==> src/rtl/key_irq_ctrl_if.sv <==
// CPU peripheral bus seen by the key controller: address, write data, write strobe and read data.
interface key_irq_ctrl_if;
  logic [31:0] addr;
  logic [31:0] datain;
  logic        We;
  logic [31:0] dataout;

  modport master (output addr, output datain, output We, input dataout);
  modport slave  (input addr, input datain, input We, output dataout);
endinterface

==> src/rtl/key_irq_ctrl.sv <==
// Eight-key controller: synchronise, debounce, latch press events into PEND, gate with MASK, raise irq.
// Optional KEY_RELEASE_IRQ_EN also latches release events into PEND[15:8] and enables MASK[15:8].
module key_irq_ctrl #(
  parameter int DEBOUNCE_CYCLES = 500000,
  parameter int CNT_W           = 20,
  parameter bit KEY_ACTIVE_LOW  = 1'b1
) (
  input  logic          clk,
  input  logic          reset,
  key_irq_ctrl_if.slave bus,
  input  logic [7:0]    user_key,
  output logic          irq
);

  localparam logic [31:0]      ADDR_KEY  = 32'h0000_7f34;
  localparam logic [31:0]      ADDR_PEND = 32'h0000_7f38;
  localparam logic [31:0]      ADDR_MASK = 32'h0000_7f3c;
  localparam logic [CNT_W-1:0] CNT_LAST  = CNT_W'(DEBOUNCE_CYCLES - 1);

  logic [7:0]       key_norm;
  logic [7:0]       sync_1;
  logic [7:0]       sync;
  logic [7:0]       stable;
  logic [7:0]       accept;
  logic [CNT_W-1:0] cnt [8];
  logic [7:0]       pend_press;
  logic [7:0]       pend_rel;
  logic [7:0]       mask_lo;
  logic [7:0]       mask_hi;
  logic             wr_pend;
  logic             wr_mask;

  // Normalising before the synchroniser makes the reset value 0 equal the released level.
  assign key_norm = KEY_ACTIVE_LOW ? ~user_key : user_key;

  always_ff @(posedge clk or negedge reset) begin
    if (!reset) begin
      sync_1 <= '0;
      sync   <= '0;
    end else begin
      sync_1 <= key_norm;
      sync   <= sync_1;
    end
  end

  always_comb begin
    accept = '0;
    for (int i = 0; i < 8; i++) begin
      accept[i] = (sync[i] != stable[i]) && (cnt[i] == CNT_LAST);
    end
  end

  always_ff @(posedge clk or negedge reset) begin
    if (!reset) begin
      stable <= '0;
      for (int i = 0; i < 8; i++) cnt[i] <= '0;
    end else begin
      for (int i = 0; i < 8; i++) begin
        if (sync[i] == stable[i]) begin
          cnt[i] <= '0;
        end else if (accept[i]) begin
          cnt[i]    <= '0;
          stable[i] <= sync[i];
        end else begin
          cnt[i] <= cnt[i] + CNT_W'(1);
        end
      end
    end
  end

  assign wr_pend = bus.We && (bus.addr == ADDR_PEND);
  assign wr_mask = bus.We && (bus.addr == ADDR_MASK);

  // New events are OR-ed in after the W1C so a coincident set wins.
  always_ff @(posedge clk or negedge reset) begin
    if (!reset) begin
      pend_press <= '0;
      mask_lo    <= '0;
    end else begin
      pend_press <= (pend_press & ~(wr_pend ? bus.datain[7:0] : 8'h00)) | (accept & sync);
      if (wr_mask) mask_lo <= bus.datain[7:0];
    end
  end

`ifdef KEY_RELEASE_IRQ_EN
  always_ff @(posedge clk or negedge reset) begin
    if (!reset) begin
      pend_rel <= '0;
      mask_hi  <= '0;
    end else begin
      pend_rel <= (pend_rel & ~(wr_pend ? bus.datain[15:8] : 8'h00)) | (accept & ~sync);
      if (wr_mask) mask_hi <= bus.datain[15:8];
    end
  end

  logic unused_datain;
  assign unused_datain = ^bus.datain[31:16];
`else
  assign pend_rel = '0;
  assign mask_hi  = '0;

  logic unused_datain;
  assign unused_datain = ^bus.datain[31:8];
`endif

  always_ff @(posedge clk or negedge reset) begin
    if (!reset) irq <= 1'b0;
    else        irq <= |({pend_rel, pend_press} & {mask_hi, mask_lo});
  end

  always_comb begin
    bus.dataout = '0;
    case (bus.addr)
      ADDR_KEY:  bus.dataout = {24'b0, stable};
      ADDR_PEND: bus.dataout = {16'b0, pend_rel, pend_press};
      ADDR_MASK: bus.dataout = {16'b0, mask_hi, mask_lo};
      default:   bus.dataout = '0;
    endcase
  end

endmodule

==> src/flat_wrapper.sv <==
// flat-port wrapper written by rule: the top's interface ports become plain ports
module key_irq_ctrl_flat 
#(
  parameter int DEBOUNCE_CYCLES = 500000,
  parameter int CNT_W           = 20,
  parameter bit KEY_ACTIVE_LOW  = 1'b1
)
  (clk, reset, user_key, irq, bus_addr, bus_datain, bus_We, bus_dataout);
  key_irq_ctrl_if bus_i ();
  input  logic clk;
  input  logic reset;
  input  logic [7:0] user_key;
  output logic irq;
  input wire logic [$bits(bus_i.addr)-1:0] bus_addr;
  input wire logic [$bits(bus_i.datain)-1:0] bus_datain;
  input wire logic [$bits(bus_i.We)-1:0] bus_We;
  output wire logic [$bits(bus_i.dataout)-1:0] bus_dataout;
  assign bus_i.addr = bus_addr;
  assign bus_i.datain = bus_datain;
  assign bus_i.We = bus_We;
  assign bus_dataout = bus_i.dataout;
  key_irq_ctrl #(.DEBOUNCE_CYCLES(DEBOUNCE_CYCLES), .CNT_W(CNT_W), .KEY_ACTIVE_LOW(KEY_ACTIVE_LOW)) u_core (.clk(clk), .reset(reset), .bus(bus_i), .user_key(user_key), .irq(irq));
endmodule
==> config.mk <==
export PLATFORM = sky130hd
export DESIGN_NAME = key_irq_ctrl_flat
export DESIGN_NICKNAME = d
export VERILOG_FILES = /design/src/rtl/key_irq_ctrl_if.sv /design/src/rtl/key_irq_ctrl.sv /design/src/flat_wrapper.sv
export SDC_FILE = /design/constraint.sdc
export NUM_CORES = 1
export LEC_CHECK = 0
export ABC_AREA = 1
export CAP_MARGIN = 20
export CORE_ASPECT_RATIO = 1.5
export CORE_MARGIN = 2
export CORE_UTILIZATION = 45
export CTS_CLUSTER_DIAMETER = 120
export DETAILED_ROUTE_END_ITERATION = 10
export GPL_TIMING_DRIVEN = 0
export PLACE_DENSITY_LB_ADDON = 0.1
export SYNTH_ARGS = -nofsm -noshare
export SYNTH_HDL_FRONTEND = slang
export SYNTH_SLANG_ARGS = --single-unit
==> constraint.sdc <==
create_clock -name clk -period 2.8 [get_ports clk]
set_clock_uncertainty 0.2 [all_clocks]
set_input_delay 0.56 -clock clk [delete_from_list [all_inputs] [get_ports clk]]
set_output_delay 0.56 -clock clk [all_outputs]
set_load 0.005 [all_outputs]
[Word-level counts from Yosys, hierarchy flattened]
Index checks and enable logic that the tools add are counted.
Storage, ports and cells
  register bits: 201
  input bits: 75
  output and inout bits: 33
  word-level logic and storage cells: 107
Operators by class
  $add $sub $neg: 8
  equal/unequal tests: 27
  muxes and demuxes: 18
  bitwise gates (word level): 14
  reductions and logical operators: 19
Operators with widths (count)
  $mux 20: 16
  $add 20x1->20 const B: 8
  $eq 20x19->1 const B: 8
  $eq 32x15->1 const B: 3
  $and 8x8->8: 3
  $pmux 8 s3: 1
  $not 8->8: 2
  $reduce_and 2->1: 8
  $reduce_or 16->1: 1
  $logic_and 1x1->1: 10
  $eq 1x1->1: 8
  $mux 8: 1
  $ne 1x1->1: 8
  $not 1->1: 8
  $or 8x8->8: 1

[Longest topological paths before layout]
Gate-level depths: netlist of the first run.
  depth in word-level cells: 6
  gate-level depth with buffers: 10
  gate-level depth less buffers: 10

[Worst setup path after synthesis of the first run]
OpenSTA, ideal clock, no wires.
  kind: in2out
  start point: in bus_addr[16]
  end point: out bus_dataout[1]
  arrival: 1.482 ns
  required time: 2.040 ns
  setup slack: 0.558 ns
  cell stages on the path: 9
  path buffers: 2
  path through: inv_1 nand2_1 nor2_1 nand2_1 nor2_2 buf_4 buf_2 nand3_1 nand3_1
Between the ends
  cells in the longest elaborated chain, start to end: 2
  elaborated cells on any way between the ends: 4
  those cells by class: eq/ne (3); mux (1)
RTL lines
  start, declared: line flat_wrapper.sv:14  | input wire logic [$bits(bus_i.addr)-1:0] bus_addr;
  $eq 32x15->1: line key_irq_ctrl.sv:113  | case (bus.addr)
  $pmux 8 s3 *: line key_irq_ctrl.sv:113
  end, declared: line flat_wrapper.sv:17  | output wire logic [$bits(bus_i.dataout)-1:0] bus_dataout;
Mark *: on every way between the ends. The rest lies on a longest branch, timed or not.

[Final worst setup path of the first run]
  start point: in bus_addr[14]
  end point: out bus_dataout[7]
Same word-level chain as after synthesis.

==> results of run 1 <==
-- power by group through the flow --
stage	combinational [uW]	sequential, uW	clock, uW
floorplan	139	3020	0
global placement	298	3030	0
detailed placement	312	3020	0
CTS	315	2970	3040
global route	354	2980	3160
finish	306	2970	2940
-- cells in the final DEF (no fill, tap or decap), drive strengths merged, types with 4 or more instances in the layout --
master         synthesis  final
nor3                  50     50
xor2                  61     61
nand2                348    348
nand3                144    144
clkinv                 2      9
clkbuf                 4     34
xnor2                  4      4
dfrtp                201    201
conb                   1     24
inv                  234    234
and2                   5      5
a211oi                 4      4
nor3b                 13     13
a21oi                 29     29
o21ai                 22     22
dlymetal6s2s           0     20
nand4                 52     52
clkdlybuf4s50          0     29
ha                     8      8
a31oi                  4      4
nor2                 314    314
buf                   31     55
-- cell families after synthesis --
logic type / count (synthesis)
adders and majority gates: 8
buffers and inverters: 271
AOI/OAI and AO/OA: 63
other: 1
xor gates and xnor gates: 65
DFF: 201
and+or+nand+nor: 932
-- cell type report --
class,count,area share (%)
clock buffer,30,4.712
tap,324,3.023
buffer,35,1.950
multi-input combinational,1092,39.40
clock inverter,9,0.7091
sequential,201,37.51
inverter,236,6.606
timing repair buffer,74,6.093
-- stage by stage --
stage,std cells,cell area (um^2)
2_1_floorplan,1564,11290
3_3_place_gp,1946,12270
3_5_place_dp,1948,12330
4_1_cts,1994,13190
5_1_grt,2001,13410
6_report,2001,13410
-- layer usage --
metal | track usage, % | vias to the layer above | wire, um
met3 | 3.772 | 61 | 1163
met5 | 0 | - | 0
li1 | - | 5042 | -
met2 | 36.75 | 179 | 12830
met4 | 6.969 | 0 | 765
met1 | 24.11 | 4579 | 10920
-- flip-flops by register name, indices dropped and copies added, names as in the netlist --
| name | cells |
|---|---|
| u_core.mask_lo | 8 |
| u_core.sync_1 | 8 |
| u_core.sync | 8 |
| u_core.irq | 1 |
| u_core.pend_press | 8 |
| u_core.cnt | 160 |
| u_core.stable | 8 |
-- how the worst min path moves through the flow --
stage / startpoint / to / depth (start not counted)
CTS: u_core.sync_1[5]$_DFF_PN0_ / u_core.sync[5]$_DFF_PN0_ / 0
detailed placement: u_core.sync_1[5]$_DFF_PN0_ / u_core.sync[5]$_DFF_PN0_ / 0
global route: u_core.sync_1[6]$_DFF_PN0_ / u_core.sync[6]$_DFF_PN0_ / 0
global placement: u_core.sync_1[0]$_DFF_PN0_ / u_core.sync[0]$_DFF_PN0_ / 0
finish: u_core.sync_1[6]$_DFF_PN0_ / u_core.sync[6]$_DFF_PN0_ / 0
floorplan: reset / u_core.cnt[0]$_DFF_PN0_ / 0
-- worst register-to-register path, delay by kind of cell (launching register included) --
family | cells | cell delay, ns
simple gates | 7 | 1.13
fa+ha+maj | 1 | 0.17
flops | 1 | 0.37
buf+inv | 2 | 0.09
-- what timing repair did --
item | 4_1_cts | 5_1_grt
setup endpoints to repair | 8 | 8
pin swaps | 6 | 30
hold buffers | 1 | 0
endpoints found under the hold margin | 57 | 0
resized for setup | 52 | 53
gates cloned | 0 | 1
buffers inserted | 6 | 6
==> results.py, run 1 <==
metrics = {
    "logic_synthesis": {
        "synth_cell_types": 37,
        "ys_seq_elements": 201,
        "synthAdderAreaFrac_pct": 0.8938,
        "syn_inst": 1541,
        "synth-simple-area-share_pct": 35.71,
        "synth.top_cell.area_share_pct": 44.91,
        "yosysWarningCount": 0,
        "synthTopCellsByCount": "nand2_1 (344), nor2_1 (308), inv_1 (226)",
        "ys.flop_type": "dfrtp_1",
        "yosysTopAreaCell": "dfrtp_1",
        "synthMuxAreaShare_pct": 0,
        "ys_seq_area_share_pct": 44.91,
        "avgSynthCellArea_um2": 7.268,
        "synth_top_family_by_area": "simple AND/OR/NAND/NOR gates",
        "yosysMostFrequentCell": "nand2_1",
        "syn_area_um2": 11200,
        "synth_compound_area_share_pct": 3.061,
        "synth-async-reset-ratio_pct": 100.0,
        "synth.area.top_cells": "dfrtp_1 (45%), nand2_1 (12%), nor2_1 (10%)",
        "synth-edff-count": 0,
        "synth_xor_area_share_pct": 5.418,
    },
    "clocking": {
        "cts.sinks": 201,
        "cts_buffers": 23,
        "clk_path_buf_depth": 3,
        "htreeDepth": 1,
        "clkTransAtPathRegs_ns": 0.06,
        "cts_tree": "done",
        "insertion_delay_ns": 0.51,
        "root_buffer": "clkbuf_16",
    },
    "worst_setup_path": {
        "endpoint_kind": "output port",
        "crit_family": "simple AND/OR/NAND/NOR gates",
        "reg2reg_to": "u_core.cnt[1]$_DFF_PN0_",
        "crit_buf_inv": 2,
        "path_cells": "clkdlybuf4s50_1 -> nand2_1 -> nor2_1 -> nand2_2 -> nor2_4 -> and2_4 -> nand2_1 -> nand3_2 -> buf_2",
        "startpoint_type": "primary input",
        "required_ns": 2.04,
        "cp.depth": 9,
        "ff2ff_path_depth": 10,
        "r2r-start": "u_core.cnt[0]$_DFF_PN0_",
        "worstSetupEndpoint": "bus_dataout[7]",
        "startpoint": "bus_addr[14]",
        "crit_top_cell": "nand2_1",
        "crit_fanout": 5,
        "critPathSlowestCell": "clkdlybuf4s50_1",
        "crit_path_max_incr_delay_ns": 0.45,
        "cp.arrival_ns": 1.97,
        "critPathKind": "in -> out",
        "r2r_slack_ns": 0.73,
    },
    "sta": {
        "report.final.slew_viol_count": 0,
        "period_minus_slack_ns": 2.733,
        "period_share_pct": 97.59,
        "maxSlewHeadroom_pct": 63.02,
        "hold_ws_ns": 0.1469,
        "max_freq_mhz": 366.0,
        "timing.setup.tns_ns": 0,
        "setup_ws_ns": 0.06750,
        "hold_viol_final": 0,
        "worst_pin_slew_ns": 0.5519,
        "finalSetupViolations": 0,
    },
    "place": {
        "dp_hpwl_mm": 18.58,
        "pre_cts_ws_ns": -0.8239,
        "port_buffers": 58,
        "gp_congestion": 0.8834,
    },
    "run": {
        "drv_cap": 0,
    },
    "die": {
        "dieHeight_um": 197.2,
        "die_area_um2": 26190,
        "die_width_um": 132.8,
        "start_util_pct": 45.83,
        "core_um2": 24440,
        "pin_count": 108,
        "fp-row-count": 70,
    },
    "cells_and_area": {
        "seqCellArea_um2": 5030,
        "synthToLayoutAreaGrowth_pct": 19.74,
        "num-fill-cells": 2365,
        "drive_gt1_share_pct": 8.646,
        "final_util_pct": 54.88,
        "nets": 1746,
        "num_antenna_cells": 0,
        "multi_input_area_um2": 5284,
    },
    "pwr": {
        "power.leakage_uw": 0.006416,
        "ir_drop_v": 0.0005040,
        "power_density_nw_per_um2": 463.4,
        "power.switching_uw": 1378,
        "p_int_uw": 4837,
        "switching_share_pct": 22.17,
        "clkPwrFrac_pct": 47.3,
        "power_uw": 6214,
        "pwr-share-comb_pct": 4.9,
        "seq_power_share_pct": 47.8,
    },
    "global_routing": {
        "grt-ovfl-total": 0,
        "grt_pass1_vias": 9773,
        "antenna_found_initial": 0,
        "track_usage_pct": 20.31,
        "grt_pass1_wl_mm": 44.53,
        "grt_max_degree": 80,
    },
    "detailed_routing": {
        "via_per_inst": 4.928,
        "detail_route.wl_per_cell_um": 12.83,
        "first_iter_violations": 433,
        "routed_wl_mm": 25.68,
        "postRouteAntennaNets": 0,
        "drc_errors": 0,
        "first_pass_iters": 4,
        "vias": 9861,
    },
    "outcome": {
        "status": "completed",
    },
    "worst_hold_path": {
        "worstHoldPathType": "reg -> reg",
    },
}
(Power assumes the default switching activity.)
==> run 2, diff against run 1 <==
--- a/config.mk
+++ b/config.mk
@@ -10,6 +10,7 @@
 export CORE_ASPECT_RATIO = 1.5
 export CORE_MARGIN = 2
 export CORE_UTILIZATION = 45
+export CTS_BUF_LIST = sky130_fd_sc_hd__clkbuf_2
 export CTS_CLUSTER_DIAMETER = 120
 export DETAILED_ROUTE_END_ITERATION = 10
 export GPL_TIMING_DRIVEN = 0
==> run 2 against run 1 <==
  * Hold slack got worse by 0.089 ns
  * Die area unchanged
  * Sequential power about the same
  * Via count increased by 1.8%
  * Non-clock buffer count increased by 12
  * Final area decreased by 0.98%
  * First-iteration DRC count decreased by 4.6%
  * Power decreased by 15%
  * Largest cell class unchanged
  * Largest power group unchanged
==> results.py, run 2 (synthesis results as in run 1) <==
metrics = {
    "outcome": {
        "status": "completed",
    },
    "cells_and_area": {
        "final_area_um2": 13280,
        "largest_reg_flops": 160,
        "multi_input_area_um2": 5294,
        "drive_gt1_share_pct": 10.94,
        "regMostFlops": "u_core.cnt",
        "synthToLayoutAreaGrowth_pct": 18.57,
        "final_cell_mix": "nand2_1 (337), nor2_1 (303), inv_1 (225)",
        "nets": 1786,
        "seqCellArea_um2": 5030,
        "layout_commonest_cell": "nand2_1",
        "num-fill-cells": 2452,
    },
    "pwr": {
        "ir_drop_v": 0.0003575,
        "power.leakage_uw": 0.006451,
        "power_density_nw_per_um2": 398.2,
        "power_uw": 5287,
    },
    "worst_setup_path": {
        "cp.arrival_ns": 1.97,
        "path_cells": "clkdlybuf4s50_1 -> inv_1 -> nand2_1 -> nor2_1 -> nand2_2 -> nor2_4 -> and2_4 -> nand2_1 -> nand3_2 -> buf_6",
        "crit_buf_inv": 3,
        "crit_top_cell": "nand2_1",
        "ff2ff_path_depth": 7,
        "critPathKind": "in -> out",
        "r2r-start": "u_core.cnt[120]$_DFF_PN0_",
        "critPathSlowestCell": "clkdlybuf4s50_1",
        "reg2reg_to": "u_core.cnt[132]$_DFF_PN0_",
        "r2r_slack_ns": 0.71,
        "startpoint_type": "primary input",
        "startpoint": "bus_addr[15]",
        "required_ns": 2.04,
        "endpoint_kind": "output port",
        "crit_path_max_incr_delay_ns": 0.41,
        "crit_family": "simple AND/OR/NAND/NOR gates",
        "crit_fanout": 5,
    },
    "clocking": {
        "insertion_delay_ns": 0.87,
        "cts_tree": "done",
        "cts.sinks": 201,
        "clkTransAtPathRegs_ns": 0.11,
        "root_buffer": "clkbuf_2",
        "clk_path_buf_depth": 3,
        "htreeDepth": 2,
        "cts_buffers": 51,
    },
    "die": {
        "fp-row-count": 70,
        "die_width_um": 132.8,
        "dieHeight_um": 197.2,
        "die_area_um2": 26190,
        "pin_count": 108,
        "core_um2": 24440,
        "start_util_pct": 45.83,
    },
    "place": {
        "place_area_um2": 12330,
        "gp_congestion": 0.8834,
        "dp_hpwl_mm": 18.58,
        "port_buffers": 58,
    },
    "sta": {
        "finalSetupViolations": 0,
        "hold_viol_final": 0,
        "maxSlewHeadroom_pct": 62.52,
        "rsz0062_at_grt": "yes",
        "period_share_pct": 97.41,
        "max_freq_mhz": 366.7,
        "hold_ws_ns": 0.05756,
        "worst_pin_slew_ns": 0.5594,
        "period_minus_slack_ns": 2.727,
        "report.final.slew_viol_count": 0,
    },
    "global_routing": {
        "grt_max_degree": 80,
        "antenna_found_initial": 2,
        "track_usage_pct": 20.96,
        "grt-ovfl-total": 0,
        "grt_pass1_vias": 9997,
        "grt_pass1_wl_mm": 45.35,
    },
    "detailed_routing": {
        "postRouteAntennaNets": 0,
        "detail_route.wl_per_cell_um": 12.75,
        "drc_errors": 0,
        "routed_wl_mm": 26.29,
        "via_per_inst": 4.866,
        "first_iter_violations": 413,
        "first_pass_iters": 5,
        "vias": 10030,
    },
    "run": {
        "drv_cap": 0,
    },
    "worst_hold_path": {
        "holdPathEnd": "u_core.pend_press[7]$_DFF_PN0_",
        "holdPathStages": 9,
        "worstHoldPathType": "in -> reg",
        "min-delay-start": "bus_addr[0]",
    },
}
[run 2: changes by cell type in the layout (fill, tap and decap cells not counted), moves of 2 or more]
cell / previous run / this run
clkbuf_1: 7 / 3
clkbuf_16: 23 / 0
clkbuf_2: 0 / 72
clkbuf_8: 4 / 1
clkinv_1: 2 / 12
clkinv_2: 7 / 3
diode_2: 0 / 2
dlygate4sd3_1: 1 / 12
nand2_1: 339 / 337
nand2_2: 9 / 11
[run 2: worst max-delay path by stage]
stage                                 to  slack [ns]  depth (start not counted)
2_1_floorplan             bus_dataout[1]        0.56                          9
3_3_place_gp   u_core.cnt[156]$_DFF_PN0_       -7.74                          1
3_5_place_dp              bus_dataout[7]       -0.82                         10
4_1_cts                   bus_dataout[3]       -0.07                         10
5_1_grt                   bus_dataout[2]       -0.01                          9
6_report                  bus_dataout[2]        0.07                         10
[run 2: cell type report]
| type | instances | area share (%) |
|---|---|---|
| repair buffers | 86 | 7.189 |
| multi-input cells | 1092 | 39.87 |
| diodes | 2 | 0.03769 |
| inverters | 236 | 6.671 |
| clock buffers | 72 | 2.714 |
| flip-flops and latches | 201 | 37.88 |
| plain buffers | 35 | 1.969 |
| well taps | 324 | 3.053 |
| clock inverters | 14 | 0.6219 |
[run 2: worst register-to-register path: cells and delay by family, from the launching register on]
kind                     cells  cell delay [ns]
AND/OR/NAND/NOR              5             1.02
adder cells (fa/ha/maj)      1             0.19
flip-flops                   1             0.38
XOR/XNOR                     1             0.17
[run 2: timing repair]
item,CTS,global route
endpoints found under the hold margin,218,0
gates resized for setup,52,56
setup buffers,6,6
pin swaps,6,30
hold buffers,13,0
cloned,0,1
endpoints found under the setup margin,8,8
[run 2: routing by layer]
layer	track usage, %	share of wire [%]
met5	0	0
met4	9.717	3.7
met3	5.337	5.3
met2	36.60	50
met1	24.05	41
[run 2: report_power, final]
group	leakage, uW	total, uW	switching [uW]	internal (uW)
clock network	0.000341	2000	1220	777
registers	0.00271	2970	26.5	2940
logic	0.00340	325	181	144
[run 2: stage by stage]
stage / util (%) / worst slack, ns / std cells / TNS, ns
2_1_floorplan: - / 0.5584 / 1564 / 0
3_3_place_gp: 50.22 / -7.736 / 1946 / -1557.86
3_5_place_dp: 50.47 / -0.8239 / 1948 / -6.029
4_1_cts: 53.37 / -0.06838 / 2053 / -0.1319
5_1_grt: 54.34 / -0.01057 / 2062 / -0.02124
6_report: 54.34 / 0.07261 / 2062 / 0
